**config.mk**
```make
export PLATFORM = sky130hd
export DESIGN_NAME = interval_timer_ctrl
export DESIGN_NICKNAME = d
export VERILOG_FILES = /design/src/rtl/interval_timer_pkg.sv /design/src/rtl/interval_timer_ctrl_tick_prescaler.sv /design/src/rtl/interval_timer_ctrl.sv
export SDC_FILE = /design/constraint.sdc
export NUM_CORES = 1
export LEC_CHECK = 0
export CAP_MARGIN = 30
export CORE_UTILIZATION = 50
export CTS_CLUSTER_SIZE = 30
export DETAILED_ROUTE_END_ITERATION = 12
export GPL_TIMING_DRIVEN = 0
export PLACE_DENSITY = 0.75
export SLEW_MARGIN = 5
export SYNTH_ARGS = -nofsm -noshare
export SYNTH_HDL_FRONTEND = slang
export SYNTH_SLANG_ARGS = --single-unit
```
**constraint.sdc**
```tcl
create_clock -name clk -period 5.1 [get_ports clk]
set_input_delay 1.02 -clock clk [delete_from_list [all_inputs] [get_ports clk]]
set_output_delay 1.02 -clock clk [all_outputs]
set_load 0.02 [all_outputs]
```
**src/rtl/interval_timer_pkg.sv**
```systemverilog
// interval_timer_pkg: state encoding and default widths for the interval timer
package interval_timer_pkg;
    localparam logic ST_IDLE = 1'b0;
    localparam logic ST_RUN = 1'b1;
    localparam int DEF_COUNTER_WIDTH = 32;
    localparam int DEF_PRESCALE_WIDTH = 8;
    localparam int DEF_MISSED_WIDTH = 8;
endpackage

```
**src/rtl/interval_timer_ctrl_tick_prescaler.sv**
```systemverilog
// tick_prescaler: emits a one-cycle tick every (prescale_reg+1) enabled cycles
module tick_prescaler
    import interval_timer_pkg::*;
#(
    parameter int PRESCALE_WIDTH = DEF_PRESCALE_WIDTH
) (
    input  logic                      clk,
    input  logic                      rst,
    input  logic                      clear,
    input  logic                      enable,
    input  logic [PRESCALE_WIDTH-1:0] prescale_reg,
    output logic                      tick
);
    logic [PRESCALE_WIDTH-1:0] pcnt;
    assign tick = enable && pcnt == prescale_reg;
    always_ff @(posedge clk)
        if (rst || clear || !enable || tick) pcnt <= '0;
        else pcnt <= pcnt + 1'b1;
endmodule

```
**src/rtl/interval_timer_ctrl.sv**
```systemverilog
// interval_timer_ctrl: one-shot/periodic interval timer with irq handshake and missed-expiry count
module interval_timer_ctrl
    import interval_timer_pkg::*;
#(
    parameter int COUNTER_WIDTH  = DEF_COUNTER_WIDTH,
    parameter int PRESCALE_WIDTH = DEF_PRESCALE_WIDTH,
    parameter int MISSED_WIDTH   = DEF_MISSED_WIDTH
) (
    input  logic                      clk,
    input  logic                      rst,
    input  logic                      cfg_load,
    input  logic [COUNTER_WIDTH-1:0]  cfg_period,
    input  logic [PRESCALE_WIDTH-1:0] cfg_prescale,
    input  logic                      cfg_periodic,
    input  logic                      start,
    input  logic                      stop,
    output logic                      irq_valid,
    input  logic                      irq_ready,
    output logic                      busy,
    output logic [COUNTER_WIDTH-1:0]  cnt,
    output logic [MISSED_WIDTH-1:0]   missed
);
    logic                      state, state_nxt, run, go, tick, expire;
    logic [COUNTER_WIDTH-1:0]  period_reg;
    logic [PRESCALE_WIDTH-1:0] prescale_reg;
    logic                      periodic_reg;
    tick_prescaler #(.PRESCALE_WIDTH(PRESCALE_WIDTH)) u_presc (
        .clk(clk),
        .rst(rst),
        .clear(stop),
        .enable(run),
        .prescale_reg(prescale_reg),
        .tick(tick)
    );
    assign go = !run && start && !stop && period_reg != '0;
    assign expire = run && tick && cnt == period_reg - 1'b1;
    always_ff @(posedge clk)
        state <= rst ? ST_IDLE : state_nxt;
    always_comb
        state_nxt = run ? ((stop || (expire && !periodic_reg)) ? ST_IDLE : ST_RUN)
                        : (go ? ST_RUN : ST_IDLE);
    always_comb begin
        run = state == ST_RUN;
        busy = run;
    end
    always_ff @(posedge clk) begin
        if (rst) begin
            period_reg <= '0;
            prescale_reg <= '0;
            periodic_reg <= 1'b0;
        end else if (!run && cfg_load) begin
            period_reg <= cfg_period;
            prescale_reg <= cfg_prescale;
            periodic_reg <= cfg_periodic;
        end
    end
    always_ff @(posedge clk)
        if (rst || go || expire) cnt <= '0;
        else if (tick && !stop) cnt <= cnt + 1'b1;
    always_ff @(posedge clk)
        if (rst) irq_valid <= 1'b0;
        else if (expire) irq_valid <= 1'b1;
        else if (irq_ready) irq_valid <= 1'b0;
    always_ff @(posedge clk)
        if (rst || (!run && cfg_load)) missed <= '0;
        else if (expire && irq_valid && !irq_ready && missed != '1) missed <= missed + 1'b1;
endmodule

```
==> results of run 1 <==
-- worst max-delay path, stage by stage (launching register included) --
cell,delay [ns]
dfxtp_1,0.42
inv_1,0.09
ha_1,0.21
nor3b_1,0.57
and2_1,0.25
clkbuf_1,0.35
nand2_1,0.10
a2111oi_0,0.49
o2111a_1,0.30
nand4b_1,0.25
clkbuf_1,0.32
or3_1,0.36
a21oi_1,0.15
-- cells in the mapped netlist, drive strengths merged (3+ instances only) --
| library cell | instances | share of area |
|---|---|---|
| nand2b | 5 | 0.0063 |
| xor2 | 42 | 0.075 |
| nand2 | 109 | 0.083 |
| buf | 10 | 0.013 |
| or3 | 7 | 0.0089 |
| nand3 | 31 | 0.031 |
| a31oi | 3 | 0.0038 |
| o21ai | 8 | 0.0081 |
| nor2 | 68 | 0.052 |
| a2111oi | 3 | 0.0053 |
| mux2i | 4 | 0.0081 |
| ha | 4 | 0.010 |
| clkbuf | 23 | 0.017 |
| nor2b | 3 | 0.0038 |
| a21oi | 57 | 0.058 |
| and3 | 14 | 0.018 |
| xnor2 | 42 | 0.075 |
| nor3 | 15 | 0.016 |
| inv | 9 | 0.0068 |
| nor4 | 9 | 0.016 |
| o31ai | 8 | 0.015 |
| and4 | 6 | 0.011 |
| dfxtp | 91 | 0.37 |
| or4 | 18 | 0.030 |
| nand4 | 12 | 0.015 |
-- cells by family after synthesis --
family                     Yosys count
DFF                                 91
and+or+nand+nor                    305
adders and majority gates            4
muxes                                4
AOI/OAI and AO/OA                   98
xor gates and xnor gates            84
buffers and inverters               42
-- per-layer routing --
metal	GRT usage	wire length (µm)	share of wire
met1	0.3570	6021	0.47
met2	0.4254	5881	0.45
met3	0.05383	704	0.054
met4	0.1026	337	0.026
met5	0	0	0
-- power by group --
part | internal, µW | leakage (µW) | switching [µW]
clock network | 190 | 0.0000926 | 293
registers | 730 | 0.000740 | 24.6
logic | 121 | 0.00136 | 153
-- path summary, 6_finish.rpt --
kind                                            startpoint                        end
worst min-delay path             periodic_reg$_SDFFE_PP0P_  periodic_reg$_SDFFE_PP0P_
worst min register to register   periodic_reg$_SDFFE_PP0P_  periodic_reg$_SDFFE_PP0P_
worst max register to register  period_reg[0]$_SDFFE_PP0P_     missed[1]$_SDFFE_PP0P_
worst max-delay path            period_reg[0]$_SDFFE_PP0P_     missed[1]$_SDFFE_PP0P_
-- area by class of cell --
type / instances / area [µm²] / area share
inverter: 9 / 33.78 / 0.005466
clock inverter: 7 / 71.32 / 0.01154
multi-input combinational: 495 / 2935 / 0.4749
sequential: 91 / 1822 / 0.2947
clock buffer: 9 / 123.9 / 0.02004
tap: 129 / 161.4 / 0.02611
buffer: 33 / 152.6 / 0.02470
timing repair buffer: 88 / 880.8 / 0.1425
-- per-stage QoR --
step	area [µm²]	hold slack (ns)	total power, µW	instances	utilization
floorplan	4937	0.4364	949.5	628	-
global placement	5979	0.4485	1036	845	0.6351
detailed placement	5986	0.4547	1041	845	0.6357
CTS	6181	0.4690	1523	861	0.6565
global route	6181	0.5009	1592	861	0.6565
finish	6181	0.4724	1513	861	0.6565
==> Flow_metrics.wiki, run 1 <==
{| class="wikitable"
! Metric !! Value
|-
| Antenna violations before repair || 0
|-
| Clock insertion delay at the later pin of the skew report || 0.38 ns
|-
| Most used cells in the layout excluding fill and tap cells || 109 x nand2_1, 91 x dfxtp_1, 88 x clkdlybuf4s50_1
|-
| WL final || 12.94 mm
|-
| Critical path start-end classification || reg2reg
|-
| Total of flip-flops plus latches after synthesis || 91
|-
| Power per Cell Area || 244.8 nW/µm²
|-
| Cell depth of the worst flop-to-flop path || 12
|-
| Fraction of layout cells with a size suffix above 1 || 0.04918
|-
| Detail Route Antenna Nets || 0
|-
| Slew at the pin closest to its max-slew limit || 0.8261 ns
|-
| Mean cell area of the mapped netlist || 7.862 µm²
|-
| Synth Flop Type || dfxtp_1
|-
| Synthesized-area fraction occupied by ao, oa, aoi and oai cells || 0.1224
|-
| Tightest slew margin relative to the limit || 0.4442
|-
| H-tree depth reported by CTS || 3
|-
| TritonCTS clock tree || yes
|-
| Sort of element at the end of the critical path || register
|-
| Global-route wire length before repair || 21.38 mm
|-
| Highest ir drop seen on vdd || 144.3 µV
|-
| Most frequent standard cell in the layout excluding fill and tap cells || nand2_1
|-
| Count of port buffers added during placement || 88
|-
| Final worst setup slack || 1.155 ns
|-
| Multiplexer share of the synthesized area || 0.008109
|-
| Layout fillers || 846
|-
| Worst slack after detailed placement || 1.334 ns
|-
| Avg WL per Cell || 15.03 µm
|-
| Count of hold-fix buffers inserted at cts || 0
|-
| Final-layout setup total negative slack || 0 ns
|-
| Area growth from synthesis to layout || 25.19%
|-
| Async SR Flop Fraction || 0
|-
| Count of unique library cells instantiated by Yosys || 55
|-
| Worst Path Required || 5.40 ns
|-
| Post-detailed-route DRC marker count || 0
|-
| CTS Sinks || 91
|-
| Depth of the worst hold-timing path || 2
|-
| Pin count of the biggest net entering global routing || 19
|-
| GRT Total Usage || 0.2674
|-
| Total core area || 9415 µm²
|-
| Number of setup buffers added after CTS || 0
|-
| Number of buffers on the longest clock path || 2
|-
| Type of the tightest min-delay check || reg2reg
|-
| Result of the run || completed
|-
| FMAX || 253.5 MHz
|-
| Element type at the critical path start || register
|-
| Number of enable flip-flop cells after synthesis || 0
|-
| Combinational family with the most area after synthesis || simple AND/OR/NAND/NOR gates
|-
| I/O Pins || 89
|-
| Yosys warns || 0
|-
| Total via count in the routed design || 4725
|-
| Largest driver fanout on the critical path || 10
|-
| Simple-Gate Fraction of Synth Area || 0.3036
|-
| Row Count || 35
|-
| Fraction of the mapped netlist area in adder cells || 0.01014
|-
| ANT cells || 0
|-
| Number of DRC markers after the initial detailed-route iteration || 228
|-
| Number of search-and-repair iterations in the first detailed-routing pass || 5
|-
| Final Skew || 0.01540 ns
|-
| Worst path arrival time || 4.25 ns
|-
| Initial Util || 0.5244
|-
| Netlist area before placement || 4937 µm²
|-
| Total nets after synthesis || 679
|-
| Synth Area in XOR/XNOR || 0.1490
|-
| Resized cells post-CTS || 0
|-
| Setup violations, final || 0
|-
| Final estimated routing congestion in global placement || 0.8764
|-
| Leakage power summed over all cells || 0.002196 µW
|-
| Register-to-register setup slack || 1.15 ns
|-
| Number of global-route vias before repair || 4415
|-
| Hold violation count in the final report || 0
|-
| Post-Syn Instances || 628
|-
| Die outline height || 101.4 µm
|-
| Clock period minus worst slack || 3.945 ns
|-
| Overall overflow remaining after global route || 0
|-
| Max_cap viols || 0
|-
| Sequential fraction of the synthesis area || 0.3690
|-
| Area of the die || 10280 µm²
|-
| Final HPWL DP || 9.915 mm
|-
| Horizontal die dimension || 101.4 µm
|-
| Final Net Count || 778
|-
| Clock-pin slew of the registers on the worst-case setup and hold paths || 0.11 ns
|-
| Vias per inst || 5.488
|-
| Final-report max-slew violation count || 0
|-
| Clock buffer count from CTS || 9
|-
| Unrepaired setup endpoints after global routing || false
|-
| Root Buffer || clkbuf_8
|-
| Part of the cycle the worst path needs || 0.7735
|}
No activity file was read; power rests on OpenSTA's default activity.
==> run 2, diff against run 1 <==
CORE_UTILIZATION = 48   (was 50)
clock period = 3.4 ns   (was 5.1 ns; I/O delays follow)
==> Flow_metrics.wiki, run 2 (synthesized netlist as in run 1, its figures left out) <==
{| class="wikitable"
! Metric !! Value
|-
| Result of the run || finished with violations
|-
| Violations in the final reports || negative setup slack
|-
| Placed instance count || 849
|-
| TritonCTS clock tree || yes
|-
| Finished Cell Area || 6574 µm²
|-
| Register-to-register setup slack || -0.004 ns
|-
| Avg WL per Cell || 16.34 µm
|-
| Standard cell area after detailed placement || 5991 µm²
|-
| Die outline height || 103.4 µm
|-
| Total core area || 9864 µm²
|-
| Final-layout worst hold slack || 0.4766 ns
|-
| Hold violation count in the final report || 0
|-
| Worst path arrival time || 3.66 ns
|-
| Power per Cell Area || 360.8 nW/µm²
|-
| Clock period minus worst slack || 3.404 ns
|-
| Most used cells in the layout excluding fill and tap cells || 109 x nand2_1, 88 x clkdlybuf4s50_1, 83 x dfxtp_1
|-
| Element type at the critical path start || register
|-
| Overall overflow remaining after global route || 0
|-
| H-tree depth reported by CTS || 3
|-
| Unrepaired setup endpoints after global routing || true
|-
| Area growth from synthesis to layout || 33.15%
|-
| Most frequent standard cell in the layout excluding fill and tap cells || nand2_1
|-
| Pin count of the biggest net entering global routing || 16
|-
| Clock-pin slew of the registers on the worst-case setup and hold paths || 0.10 ns
|-
| GRT Total Usage || 0.2630
|-
| Final Skew || 0.01304 ns
|-
| Largest driver fanout on the critical path || 6
|-
| Vias per inst || 5.645
|-
| Final HPWL DP || 10.17 mm
|-
| Detail Route Antenna Nets || 0
|-
| Final estimated routing congestion in global placement || 0.9189
|-
| Tightest slew margin relative to the limit || 0.4370
|-
| Fraction of layout cells with a size suffix above 1 || 0.1225
|-
| Critical path start-end classification || reg2reg
|-
| Row Count || 36
|-
| ANT cells || 0
|-
| Horizontal die dimension || 103.4 µm
|-
| Final-report max-slew violation count || 0
|-
| Total via count in the routed design || 4945
|-
| Initial Util || 0.5005
|-
| Final worst setup slack || -0.004500 ns
|-
| WL final || 14.32 mm
|-
| Cell Count, Final, Fillers Out || 876
|-
| Slew at the pin closest to its max-slew limit || 0.8376 ns
|-
| Sort of element at the end of the critical path || register
|-
| Post-detailed-route DRC marker count || 0
|-
| CTS Sinks || 91
|-
| Number of global-route vias before repair || 4608
|-
| Clock insertion delay at the later pin of the skew report || 0.36 ns
|-
| Count of hold-fix buffers inserted at cts || 0
|-
| Number of buffers on the longest clock path || 2
|-
| Final Net Count || 790
|-
| I/O Pins || 89
|-
| FMAX || 293.7 MHz
|-
| Highest ir drop seen on vdd || 219.8 µV
|-
| Antenna violations before repair || 0
|-
| Count of port buffers added during placement || 88
|-
| Number of DRC markers after the initial detailed-route iteration || 253
|-
| Leakage power summed over all cells || 0.002335 µW
|-
| Root Buffer || clkbuf_8
|-
| Clock buffer count from CTS || 9
|-
| Global-route wire length before repair || 21.66 mm
|-
| Type of the tightest min-delay check || reg2reg
|-
| Worst Path Required || 3.66 ns
|-
| Final Util || 0.6664
|-
| Part of the cycle the worst path needs || 1.001
|-
| Setup violations, final || 4
|-
| Max_cap viols || 0
|-
| Area of the die || 10700 µm²
|-
| Number of search-and-repair iterations in the first detailed-routing pass || 5
|}
[run 2: changes by cell type in the layout (fill, tap and decap cells not counted), sizes merged]
cell      delta
buf         +12
clkbuf       -1
or4          +1
bufinv       +1
clkinv       -1
clkinvlp     +1
inv          -2
[run 2: final timing paths]
check                                 endpoint                          from  cells past startpoint
setup / recovery          cnt[23]$_SDFFE_PP0P_   period_reg[13]$_SDFFE_PP0P_                     10
hold / removal    prescale_reg[5]$_SDFFE_PP0P_  prescale_reg[5]$_SDFFE_PP0P_                      2
setup reg to reg          cnt[23]$_SDFFE_PP0P_   period_reg[13]$_SDFFE_PP0P_                     10
hold reg to reg   prescale_reg[5]$_SDFFE_PP0P_  prescale_reg[5]$_SDFFE_PP0P_                      2
[run 2: through the flow]
stage / power [µW] / setup WS, ns / setup TNS [ns]
after global routing: 2472 / -0.05537 / -0.7962
after CTS: 2301 / 0.01184 / 0
after global placement: 1554 / -0.4115 / -11.65
after floorplan: 1424 / 0.08352 / 0
after detailed placement: 1566 / -0.3779 / -12.12
final: 2372 / -0.004500 / -0.008773
[run 2: cell type report]
type	instances	area, µm²
clock buffers	9	123.9
clock inverters	6	66.31
repair buffers	105	1051
flip-flops and latches	91	1837
inverters	9	33.78
fillers	853	3291
well taps	133	166.4
plain buffers	27	158.9
multi-input cells	496	3137
[run 2: routing by layer]
metal | up-vias | track usage | share of wire
met1 | 2335 | 0.3329 | 0.44
met3 | 31 | 0.04032 | 0.052
met4 | 0 | 0.1105 | 0.026
met2 | 175 | 0.4457 | 0.48
met5 | - | 0 | 0
li1 | 2404 | - | -
[run 2: worst max-delay path, cell delays in order, from the launching register on]
cell and delay, ns:
dfxtp_4 0.37, or4_4 0.56, or4_4 0.55, nor3_4 0.15, mux2i_1 0.26, o21ai_2 0.10, or4_4 0.60, o31ai_4 0.27
buf_6 0.21, clkbuf_16 0.18, nor2_2 0.04
[run 2: what timing repair did]
action / CTS / global route
resized for setup: 14 / 62
pin swaps: 7 / 18
endpoints found under the setup margin: 42 / 42
cloned: 0 / 3
buffers inserted: 4 / 11
hold endpoints to repair: 0 / 0
[run 2: power breakdown]
part / total, µW / internal [µW] / leakage (µW) / switching (µW)
combinational: 505 / 235 / 0.00150 / 270
clock: 726 / 337 / 0.0000877 / 389
sequential: 1140 / 1100 / 0.000744 / 45.1
total: 2370 / 1670 / 0.00234 / 704
==> run 3, diff against run 2 <==
CORE_MARGIN = 4   (was not set)
CTS_CLUSTER_DIAMETER = 60   (was not set)
==> Flow_metrics.wiki, run 3 (synthesized netlist as in run 1, its figures left out) <==
{| class="wikitable"
! Metric !! Value
|-
| Final-layout setup total negative slack || -0.01530 ns
|-
| Clock buffer count from CTS || 9
|-
| Launch point of the critical path || period_reg[14]$_SDFFE_PP0P_
|-
| Pin count of the biggest net entering global routing || 15
|-
| Unrepaired setup endpoints after global routing || true
|-
| Internal power of the cells || 1689 µW
|-
| Cell Count, Final, Fillers Out || 879
|-
| Clock insertion delay at the later pin of the skew report || 0.37 ns
|-
| Worst Path Required || 3.71 ns
|-
| Count of hold-fix buffers inserted at cts || 0
|-
| Setup violations, final || 2
|-
| Final worst setup slack || -0.01528 ns
|-
| Final-report max-slew violation count || 0
|-
| Clock period minus worst slack || 3.415 ns
|-
| Area of the die || 11970 µm²
|-
| Final estimated routing congestion in global placement || 0.9087
|-
| Hold violation count in the final report || 0
|-
| Critical path start-end classification || reg2reg
|-
| Total core area || 9910 µm²
|-
| Number of global-route vias before repair || 4652
|-
| Final HPWL DP || 10.20 mm
|-
| Row Count || 36
|-
| Cell depth of the worst flop-to-flop path || 8
|-
| Placed instance count || 849
|-
| Final Util || 0.6588
|-
| Worst path arrival time || 3.72 ns
|-
| Depth of the worst hold-timing path || 2
|-
| Sequential standard cell area || 1833 µm²
|-
| Slew at the pin closest to its max-slew limit || 0.9179 ns
|-
| Endpoint of the worst hold-timing path || prescale_reg[7]$_SDFFE_PP0P_
|-
| Antenna violations before repair || 0
|-
| Vias per inst || 5.581
|-
| Area growth from synthesis to layout || 32.24%
|-
| Startpoint of the worst hold path || prescale_reg[7]$_SDFFE_PP0P_
|-
| Highest ir drop seen on vdd || 246.9 µV
|-
| Max_cap viols || 0
|-
| Post-detailed-route DRC marker count || 0
|-
| Avg WL per Cell || 16.00 µm
|-
| FMAX || 292.8 MHz
|-
| Type of the tightest min-delay check || reg2reg
|-
| Switching power share of the total || 0.2936
|-
| Final Net Count || 793
|-
| Sort of element at the end of the critical path || register
|-
| WL final || 14.06 mm
|-
| Most frequent standard cell in the layout excluding fill and tap cells || nand2_1
|-
| I/O Pins || 89
|-
| Layout fillers || 857
|-
| CTS Sinks || 91
|-
| Power per Cell Area || 366.3 nW/µm²
|-
| Violations in the final reports || negative setup slack
|-
| ANT cells || 0
|-
| Register-to-register setup slack || -0.02 ns
|-
| End of the worst register-to-register path || missed[3]$_SDFFE_PP0P_
|-
| Root Buffer || clkbuf_8
|-
| Global-route wire length before repair || 22.22 mm
|-
| Final Skew || 0.01313 ns
|-
| Launching point of the worst reg2reg path || period_reg[14]$_SDFFE_PP0P_
|-
| Initial Util || 0.4982
|-
| Element type at the critical path start || register
|-
| Tightest slew margin relative to the limit || 0.3830
|-
| Overall overflow remaining after global route || 0
|-
| Largest driver fanout on the critical path || 6
|-
| Fraction of layout cells with a size suffix above 1 || 0.1139
|-
| GRT Total Usage || 0.2349
|-
| Most used cells in the layout excluding fill and tap cells || 109 x nand2_1, 88 x clkdlybuf4s50_1, 86 x dfxtp_1
|-
| Sequential fraction of design power || 0.477
|-
| Horizontal die dimension || 109.4 µm
|-
| Power Total || 2391 µW
|-
| Detail Route Antenna Nets || 0
|-
| Fraction of power consumed by combinational cells || 0.212
|-
| Number of DRC markers after the initial detailed-route iteration || 252
|-
| TritonCTS clock tree || yes
|-
| Clock share of power || 0.311
|-
| Area of combinational cells with multiple inputs || 3109 µm²
|-
| Die outline height || 109.4 µm
|-
| Number of buffers on the longest clock path || 2
|-
| Net switching component of the power || 702.1 µW
|-
| Clock-pin slew of the registers on the worst-case setup and hold paths || 0.09 ns
|-
| Number of search-and-repair iterations in the first detailed-routing pass || 4
|-
| Total via count in the routed design || 4906
|-
| Leakage power summed over all cells || 0.002359 µW
|-
| Final-layout worst hold slack || 0.4760 ns
|-
| Count of port buffers added during placement || 88
|-
| H-tree depth reported by CTS || 3
|-
| Part of the cycle the worst path needs || 1.004
|-
| Result of the run || finished with violations
|}
-- run 3: changes by cell type in the layout (fill, tap and decap cells not counted), sizes merged --
cell / change
buf: +4
clkinv: +3
clkinvlp: -3
inv: -1
-- run 3: timing repair --
item                       CTS  global route
setup endpoints to repair   42            41
cloned                       0             4
pin swaps                    8            24
resized for setup           17            38
setup buffers                4            13
-- run 3: area by class of cell --
type | count | area share
plain buffers | 27 | 0.02204
clock buffers | 10 | 0.02108
clock inverters | 5 | 0.008241
inverters | 9 | 0.005174
multi-input cells | 496 | 0.4762
flip-flops and latches | 91 | 0.2808
well taps | 133 | 0.02549
repair buffers | 108 | 0.1610
-- run 3: through the flow --
| step | setup WS [ns] | area (µm²) |
|---|---|---|
| 3_3_place_gp | -0.3934 | 5984 |
| 5_1_grt | -0.07428 | 6529 |
| 2_1_floorplan | 0.08352 | 4937 |
| 6_report | -0.01528 | 6529 |
| 4_1_cts | -0.008185 | 6256 |
| 3_5_place_dp | -0.3659 | 5991 |
-- run 3: worst max-delay path by stage --
| stage | to | cells past startpoint |
|---|---|---|
| after floorplan | missed[3]$_SDFFE_PP0P_ | 11 |
| after global placement | cnt[7]$_SDFFE_PP0P_ | 8 |
| after detailed placement | cnt[26]$_SDFFE_PP0P_ | 12 |
| after CTS | missed[6]$_SDFFE_PP0P_ | 10 |
| after global routing | missed[3]$_SDFFE_PP0P_ | 8 |
| final | missed[3]$_SDFFE_PP0P_ | 8 |
-- run 3: power groups by stage --
| stage | Clock, µW | Combinational [µW] | Sequential (µW) |
|---|---|---|---|
| 2_1_floorplan | 0 | 278 | 1150 |
| 4_1_cts | 750 | 428 | 1140 |
| 5_1_grt | 795 | 550 | 1150 |
| 6_report | 743 | 507 | 1140 |
| 3_5_place_dp | 0 | 408 | 1160 |
| 3_3_place_gp | 0 | 398 | 1160 |
-- run 3: critical path: stages (launching register included) --
cell	delay, ns
dfxtp_1	0.39
or4_4	0.51
or4_4	0.54
nor3_4	0.21
mux2i_1	0.27
o21ai_2	0.13
or4_4	0.64
or4_4	0.52
a21oi_2	0.14
-- run 3: per-layer routing --
layer / up-vias / global-route usage / wire length (µm)
li1: 2412 / - / -
met1: 2319 / 0.3076 / 6345
met2: 148 / 0.3823 / 6598
met3: 27 / 0.03464 / 703
met4: 0 / 0.1060 / 417
met5: - / 0 / 0
